===== src/rtl/imem_loader_if.sv =====
// Byte-stream handshake bus feeding the instruction-memory loader.
// The byte source uses the master modport; the loader uses the slave modport.
interface imem_loader_if;
    logic       in_valid;
    logic [7:0] in_data;
    logic       in_ready;

    modport master (output in_valid, output in_data, input in_ready);
    modport slave  (input in_valid, input in_data, output in_ready);
endinterface


===== src/rtl/imem_loader.sv =====
// Boot-time loader: takes a length-prefixed byte stream, writes little-endian
// words to instruction memory from address 0, and holds the CPU in reset until done.
module imem_loader #(
    parameter int ADDR_W = 8,
    parameter int DEPTH  = 256
) (
    input  logic              clk,
    input  logic              reset,
    input  logic              start,
    imem_loader_if.slave      stream,
    output logic              mem_we,
    output logic [ADDR_W-1:0] mem_addr,
    output logic [31:0]       mem_wd,
    output logic              cpu_reset,
    output logic              busy,
    output logic              done,
    output logic              error
);

    typedef enum logic [2:0] {IDLE, LEN0, LEN1, DATA, DONE, ERROR} state_t;

    state_t            state;
    state_t            state_next;
    logic              ready;
    logic              accept;
    logic [7:0]        len_lo;
    logic [15:0]       word_count;
    logic [15:0]       len_value;
    logic              len_bad;
    logic [1:0]        byte_cnt;
    logic [23:0]       partial;
    logic [ADDR_W:0]   word_idx;
    logic              last_word;
    logic              restart;

    assign stream.in_ready = ready;
    assign accept    = stream.in_valid & ready;
    assign len_value = {stream.in_data, len_lo};
    assign len_bad   = (len_value == 16'd0) || (32'(len_value) > 32'(DEPTH));
    assign last_word = ((32'(word_idx) + 32'd1) == 32'(word_count));
    assign restart   = start && (state == IDLE || state == DONE || state == ERROR);

    always_ff @(posedge clk) begin
        if (reset) state <= IDLE;
        else       state <= state_next;
    end

    always_comb begin
        state_next = state;
        ready      = 1'b0;
        busy       = 1'b0;
        done       = 1'b0;
        error      = 1'b0;
        case (state)
            IDLE: if (start) state_next = LEN0;
            LEN0: begin
                ready = 1'b1;
                busy  = 1'b1;
                if (accept) state_next = LEN1;
            end
            LEN1: begin
                ready = 1'b1;
                busy  = 1'b1;
                if (accept) state_next = len_bad ? ERROR : DATA;
            end
            DATA: begin
                ready = 1'b1;
                busy  = 1'b1;
                if (accept && byte_cnt == 2'd3 && last_word) state_next = DONE;
            end
            DONE: begin
                done = 1'b1;
                if (start) state_next = LEN0;
            end
            ERROR: begin
                error = 1'b1;
                if (start) state_next = LEN0;
            end
            default: state_next = IDLE;
        endcase
    end

    // cpu_reset drops only once DONE has lasted a full cycle, i.e. after the final write pulse
    always_ff @(posedge clk) begin
        if (reset) begin
            mem_we     <= 1'b0;
            mem_addr   <= '0;
            mem_wd     <= '0;
            cpu_reset  <= 1'b1;
            len_lo     <= '0;
            word_count <= '0;
            byte_cnt   <= '0;
            partial    <= '0;
            word_idx   <= '0;
        end else begin
            mem_we    <= 1'b0;
            cpu_reset <= !(state == DONE && state_next == DONE);
            if (restart) begin
                byte_cnt <= '0;
                partial  <= '0;
                word_idx <= '0;
            end
            if (accept) begin
                case (state)
                    LEN0: len_lo <= stream.in_data;
                    LEN1: word_count <= len_value;
                    DATA: begin
                        if (byte_cnt == 2'd3) begin
                            mem_we   <= 1'b1;
                            mem_addr <= word_idx[ADDR_W-1:0];
                            mem_wd   <= {stream.in_data, partial};
                            word_idx <= word_idx + 1'b1;
                            byte_cnt <= '0;
                        end else begin
                            partial  <= {stream.in_data, partial[23:8]};
                            byte_cnt <= byte_cnt + 2'd1;
                        end
                    end
                    default: ;
                endcase
            end
        end
    end

endmodule


===== src/flat_wrapper.sv =====
// flat-port wrapper written by rule: the top's interface ports become plain ports
module imem_loader_flat 
#(
    parameter int ADDR_W = 8,
    parameter int DEPTH  = 256
)
  (clk, reset, start, mem_we, mem_addr, mem_wd, cpu_reset, busy, done, error, stream_in_valid, stream_in_data, stream_in_ready);
  imem_loader_if stream_i ();
  input  logic clk;
  input  logic reset;
  input  logic start;
  output logic mem_we;
  output logic [ADDR_W-1:0] mem_addr;
  output logic [31:0] mem_wd;
  output logic cpu_reset;
  output logic busy;
  output logic done;
  output logic error;
  input wire logic [$bits(stream_i.in_valid)-1:0] stream_in_valid;
  input wire logic [$bits(stream_i.in_data)-1:0] stream_in_data;
  output wire logic [$bits(stream_i.in_ready)-1:0] stream_in_ready;
  assign stream_i.in_valid = stream_in_valid;
  assign stream_i.in_data = stream_in_data;
  assign stream_in_ready = stream_i.in_ready;
  imem_loader #(.ADDR_W(ADDR_W), .DEPTH(DEPTH)) u_core (.clk(clk), .reset(reset), .start(start), .stream(stream_i), .mem_we(mem_we), .mem_addr(mem_addr), .mem_wd(mem_wd), .cpu_reset(cpu_reset), .busy(busy), .done(done), .error(error));
endmodule

===== config.mk =====
export PLATFORM = sky130hd
export DESIGN_NAME = imem_loader_flat
export DESIGN_NICKNAME = d
export VERILOG_FILES = /design/src/rtl/imem_loader_if.sv /design/src/rtl/imem_loader.sv /design/src/flat_wrapper.sv
export SDC_FILE = /design/constraint.sdc
export NUM_CORES = 1
export LEC_CHECK = 0
export CORE_UTILIZATION = 25
export CTS_CLUSTER_DIAMETER = 80
export CTS_CLUSTER_SIZE = 40
export DETAILED_ROUTE_END_ITERATION = 16
export GPL_ROUTABILITY_DRIVEN = 0
export HOLD_SLACK_MARGIN = 0.15
export PLACE_DENSITY = 0.44
export SLEW_MARGIN = 20
export SYNTH_ARGS = -nofsm -noshare
export SYNTH_HDL_FRONTEND = slang
export SYNTH_SLANG_ARGS = --single-unit

===== constraint.sdc =====
create_clock -name clk -period 5.84 [get_ports clk]
set_clock_uncertainty 0.2 [all_clocks]
set_input_delay 1.168 -clock clk [delete_from_list [all_inputs] [get_ports clk]]
set_output_delay 1.168 -clock clk [all_outputs]
set_load 0.005 [all_outputs]

==> Word-level counts from Yosys, hierarchy flattened <==
Cells that the tools add are included.
{ "totals": {"register_bits": 104, "inputBits": 12, "out_inout_bits": 46, "word_cells": 63} }
{ "op_classes": {"n_addsub": 3, "n_lt_le_gt_ge": 1, "eq_ne": 8, "mux": 22, "bitwise_logic": 3, "n_reduce_logical": 16} }
{ "op_table": {"columns": ["cell", "n"], "rows": [
  ["$mux W24", 4],
  ["$mux W9", 4],
  ["$eq A32 B16 Y1", 1],
  ["$gt A16 B9 Y1 const B", 1],
  ["$logic_not A16 Y1", 1],
  ["$mux W3", 5],
  ["$pmux W3 S4", 1],
  ["$add A9 B1 Y10 const B", 1],
  ["$add A9 B1 Y9 const B", 1],
  ["$eq A3 B3 Y1 const B", 3],
  ["$reduce_or A3 Y1", 3],
  ["$mux W2", 4],
  ["$eq A3 B2 Y1 const B", 2],
  ["$logic_and A1 B1 Y1", 4],
  ["$mux W1", 4],
  ["$reduce_and A2 Y1", 2],
  ["$eq A3 B1 Y1 const B", 1],
  ["$logic_not A3 Y1", 1],
  ["$logic_or A1 B1 Y1", 3],
  ["$reduce_and A3 Y1", 1],
  ["$add A2 B1 Y2 const B", 1],
  ["$eq A2 B2 Y1 const B", 1],
  ["$not A1 Y1", 2],
  ["$and A1 B1 Y1", 1],
  ["$logic_not A1 Y1", 1]
]} }

==> Longest topological paths before layout <==
{ "depth": {"ltp_word": 11, "depth_mapped": 7} }

==> Worst setup path after synthesis <==
No wires, ideal clock.
{ "synth_path": {"path_type": "input to register", "from": "input port stream_in_data[1]", "to": "register u_core.state[1]", "setup_ps": 103, "t_arrival_ps": 2388, "required_time_ps": 5537, "slack_ps": 3149, "stages": 4, "path_buffers": 0, "path_cell_list": "or4_1 > nor4_1 > a41oi_1 > a2111oi_2"} }
{ "synth_via": {"elab_chain_len": 5, "word_cells_on_any_way": 6} }
{ "synth_rtl": {"columns": ["item", "line", "rtl"], "rows": [
  ["start, declared", "flat_wrapper.sv:20", "input wire logic [$bits(stream_i.in_data)-1:0] stream_in_data;"],
  ["$gt A16 B9 Y1 or $logic_not A16 Y1 (tied branches)", "imem_loader.sv:39", "assign len_bad = (len_value == 16'd0) || (32'(len_value) > 32'(DEPTH));"],
  ["$logic_or A1 B1 Y1 *", "imem_loader.sv:39", null],
  ["$mux W3 * (2 in a row)", "imem_loader.sv:64", "if (accept) state_next = len_bad ? ERROR : DATA;"],
  ["$pmux W3 S4 *", "imem_loader.sv:54", "case (state)"],
  ["end signal, assigned", "imem_loader.sv:45", "else state <= state_next;"],
  ["end, declared", "imem_loader.sv:22", "state_t state;"]
]} }
Every way passes the cells marked *; elsewhere a longest branch is shown, timed or not.
A chain may end at the register's enable or synchronous reset.

==> Final worst setup path <==
{ "layout_path": {"from": "input port stream_in_valid", "to": "register u_core.word_idx[7]"} }
{ "layout_via": {"elab_chain_len": 2} }
{ "layout_rtl": {"columns": ["item", "line", "rtl"], "rows": [
  ["start, declared", "flat_wrapper.sv:19", "input wire logic [$bits(stream_i.in_valid)-1:0] stream_in_valid;"],
  ["$and A1 B1 Y1", "imem_loader.sv:37", "assign accept = stream.in_valid & ready;"],
  ["$mux W9", "imem_loader.sv:103", "if (accept) begin"],
  ["end signal, assigned", "imem_loader.sv:112", "word_idx <= word_idx + 1'b1;"],
  ["end, declared", "imem_loader.sv:32", "logic [ADDR_W:0] word_idx;"]
]} }
Every way passes these cells.

==> reports/qor_table.md <==
| Stage | Quantity | Reported |
|---|---|---|
| power | Pwr dens | 272 nW/um^2 |
| drt | Wire length per cell | 14.7 microns |
| logic synthesis | Synthesized area divided by synthesized cell count | 7.81 sq um |
| floorplan | Row cnt | 47 |
| worst hold path | Number of cells traversed by the worst hold path | 2 |
| logic synthesis | Synth area leader | dfxtp_1 |
| cells and area | ANT cells | 0 |
| logic synthesis | Warnings, synthesis | 0 |
| placement | Worst Setup Slack post-DPL | 2.14 ns |
| setup path | Critical Path Fanout Max | 27 |
| global routing | Initial antenna violation count | 0 |
| clock network | Post-CTS Setup Repair Bufs | 0 |
| setup path | Kind of start point of the critical path | input pin |
| floorplan | Core region area | 16,800 sq um |
| setup path | FF-to-FF End | u_core.word_idx[6]$_SDFF_PP0_ |
| timing | Count of pins over their slew limit | 0 |
| global routing | Pin count of the biggest net entering global routing | 105 |
| setup path | Slowest-stage cell, CP | nand2_1 |
| global routing | Number of global-route vias before repair | 3,637 |
| logic synthesis | Register area share after synthesis | 0.481 |
| power | Static power due to leakage | 1.72 nW |
| logic synthesis | Post-synth top flop | dfxtp_1 |
| setup path | Data arrival time of the critical path | 3.32 ns |
| floorplan | Height of the chip | 134 microns |
| floorplan | Number of I/O pins | 58 |
| drt | Via density per instance | 4.77 |
| power | Max VDD drop | 0.000175 V |
| timing | Slew headroom | 0.256 |
| drt | Number of design rule violations left after detail routing | 0 |
| setup path | Worst path required time | 5.83 ns |
| logic synthesis | Syn nets | 568 |
| placement | Count of buffers from port buffering | 57 |
| setup path | R2r startpoint | u_core.state[1]$_SDFF_PP0_ |
| drt | Number of optimization iterations in the first detailed-route pass | 4 |
| power | Post-layout power | 1.45 mW |
| setup path | Category of the most critical setup path | input pin to register |
| clock network | TritonCTS clock tree | yes |
| placement | Post-DP HPWL | 7940 microns |
| drt | Detailed router's first-iteration violation count | 277 |
| clock network | Clock latency at the later pin of the worst-skew pair | 0.35 ns |
| cells and area | Post-route cell area | 5340 sq um |
| logic synthesis | Top post-synthesis cells by area | dfxtp_1 (48%), nand2_1 (14%), a21oi_1 (12%) |
| global routing | Total global routing overflow | 0 |
| setup path | Register-to-Register Setup Slack | 3.18 ns |
| drt | Residual antenna-violating net count after detailed routing | 0 |
| timing | Unrepaired setup endpoints after global routing | false |
| timing | Part of the cycle the worst path needs | 0.570 |
| clock network | TritonCTS buffer count | 9 |
| setup path | Worst setup EP type | register |
| logic synthesis | Number of standard cells after synthesis | 554 |
| timing | Final setup fails | 0 |
| setup path | R2R depth | 4 |
| logic synthesis | Number of unique standard cell types used by synthesis | 51 |
| worst hold path | Hold WC Path Type | register to register |
| clock network | Number of gates resized after CTS | 0 |
| worst hold path | Hold-critical path endpoint | u_core.word_count[14]$_SDFFE_PP0P_ |
| global routing | Total track usage | 0.138 |
| cells and area | Area growth from synthesis to layout | 23.4% |
| logic synthesis | Number of synthesized register bits | 104 |
| drt | Post-detailed-routing wire length | 11,900 microns |
| setup path | CP Cell Sequence | clkdlybuf4s50_1 > and4b_1 > nand2_1 > buf_4 > nor2_1 > o21ai_0 > a21oi_1 |
| cells and area | NumNets Final | 598 |
| placement | Post-place instance area | 5020 sq um |
| timing | Number of endpoints with negative hold slack in the final report | 0 |
| floorplan | Initial core utilization | 0.258 |
| clock network | Clock-pin transition on the worst setup and hold timing paths | 0.07 ns |
| timing | Max Fclk | 300 MHz |
| floorplan | Die width | 134 microns |
| logic synthesis | Post-synth EDFFs | 0 |
| cells and area | Share of final-layout standard cells stronger than drive strength 1 | 0.0442 |
| clock network | Total number of H-tree levels | 3 |
| logic synthesis | Async set-reset flop share out of synthesis | 0 |
| clock network | Sinks on the clock net | 104 |
| logic synthesis | Fraction of post-synthesis cell area in the top cell type by area | 0.481 |
| outcome | Result of the run | finished clean |
| timing | Min Clock Period, post-route | 3.33 ns |
| global routing | First-pass GRT wire length | 19,400 microns |
| run | Max-cap violations | 0 |
| worst hold path | Origin of the worst min-delay path | u_core.word_count[14]$_SDFFE_PP0P_ |
| clock network | CTS root buf | clkbuf_16 |
| timing | Final setup TNS | 0 ns |
| setup path | CP peak stage delay | 0.65 ns |
| clock network | Post-cts hold buffer count | 0 |
| timing | Min setup slack post-route | 2.51 ns |
| logic synthesis | Synthesized cell area | 4330 sq um |
| timing | Transition time at the pin with the least slew margin | 1.12 ns |
| floorplan | Die outline area | 17,800 sq um |
| drt | Via count | 3,855 |
| clock network | Max clock buf depth | 2 |
cells in the final DEF, fill, tap and decap left out, types with 6 or more instances in the layout:
master / count
a21oi_1: 102
a31oi_1: 6
and3_1: 6
clkbuf_16: 9
clkdlybuf4s50_1: 56
dfxtp_1: 104
nand2_1: 164
nand3_1: 29
nor2_1: 18
o21ai_0: 8
xnor2_1: 8
flip-flops by register name (all words and copies together) (netlist names):
register	cells
u_core.partial	24
u_core.len_lo	8
u_core.state	3
u_core.mem_wd	32
u_core.mem_we	1
u_core.mem_addr	8
u_core.word_count	16
u_core.cpu_reset	1
u_core.word_idx	9
u_core.byte_cnt	2
layer usage:
| layer | global-route usage | vias to the layer above | part of all wire |
|---|---|---|---|
| met5 | 0 | - | 0 |
| met4 | 0.0372 | 0 | 0.013 |
| met3 | 0.0388 | 9 | 0.048 |
| met2 | 0.213 | 82 | 0.44 |
| met1 | 0.188 | 1821 | 0.49 |
| li1 | - | 1943 | - |
power breakdown:
part / internal [mW] / total [mW] / switching, mW / leakage, nW
clock: 0.396 / 0.655 / 0.258 / 0.159
sequential: 0.715 / 0.724 / 0.00867 / 0.839
combinational: 0.0244 / 0.0722 / 0.0478 / 0.726
total: 1.14 / 1.45 / 0.315 / 1.72
cells in the mapped netlist (6+ instances only):
master and number:
dfxtp_1 104, o21ai_0 8, nand2_1 164, a21oi_1 102, clkbuf_1 29, nor2_1 19
a31oi_1 6, xnor2_1 8, buf_2 8, and3_1 6, nand3_1 29
through the flow:
step / utilization / hold WS (ns) / std cells
2_1_floorplan: - / 0.231 / 554
4_1_cts: 0.319 / 0.255 / 808
5_1_grt: 0.319 / 0.279 / 808
3_5_place_dp: 0.300 / 0.245 / 793
6_report: 0.319 / 0.252 / 808
3_3_place_gp: 0.300 / 0.242 / 793
logic make-up (layout without fill, tap and decap cells):
kind of cell	count (synthesis)	after routing	synth area share
AOI/OAI and AO/OA	130	130	0.163
adders and majority gates	2	2	0.00578
buffers and inverters	42	76	0.0405
xor gates and xnor gates	13	13	0.0263
muxes	2	2	0.00491
and+or+nand+nor	261	261	0.278
DFF	104	104	0.481
worst max path at each step:
stage,startpoint,to,slack [ns],cells past startpoint
2_1_floorplan,stream_in_data[1],u_core.state[1]$_SDFF_PP0_,3.15,4
3_3_place_gp,stream_in_valid,u_core.word_idx[7]$_SDFF_PP0_,2.14,7
3_5_place_dp,stream_in_valid,u_core.word_idx[7]$_SDFF_PP0_,2.14,7
4_1_cts,stream_in_valid,u_core.word_idx[7]$_SDFF_PP0_,2.52,7
5_1_grt,stream_in_valid,u_core.word_idx[7]$_SDFF_PP0_,2.32,7
6_report,stream_in_valid,u_core.word_idx[7]$_SDFF_PP0_,2.51,7
cell type report:
type	count	area (sq um)
clock buffers	12	256
inverters	2	7.51
well taps	220	275
clock inverters	3	65.1
flip-flops and latches	104	2080
multi-input cells	408	2070
repair buffers	59	583
fillers	1795	11400
critical path, delay by kind of cell:
kind / cells / cell delay (ns)
AO/OA/AOI/OAI: 2 / 0.25
buffers and inverters: 2 / 0.92
AND/OR/NAND/NOR: 3 / 0.99
(Power assumes the default switching activity.)
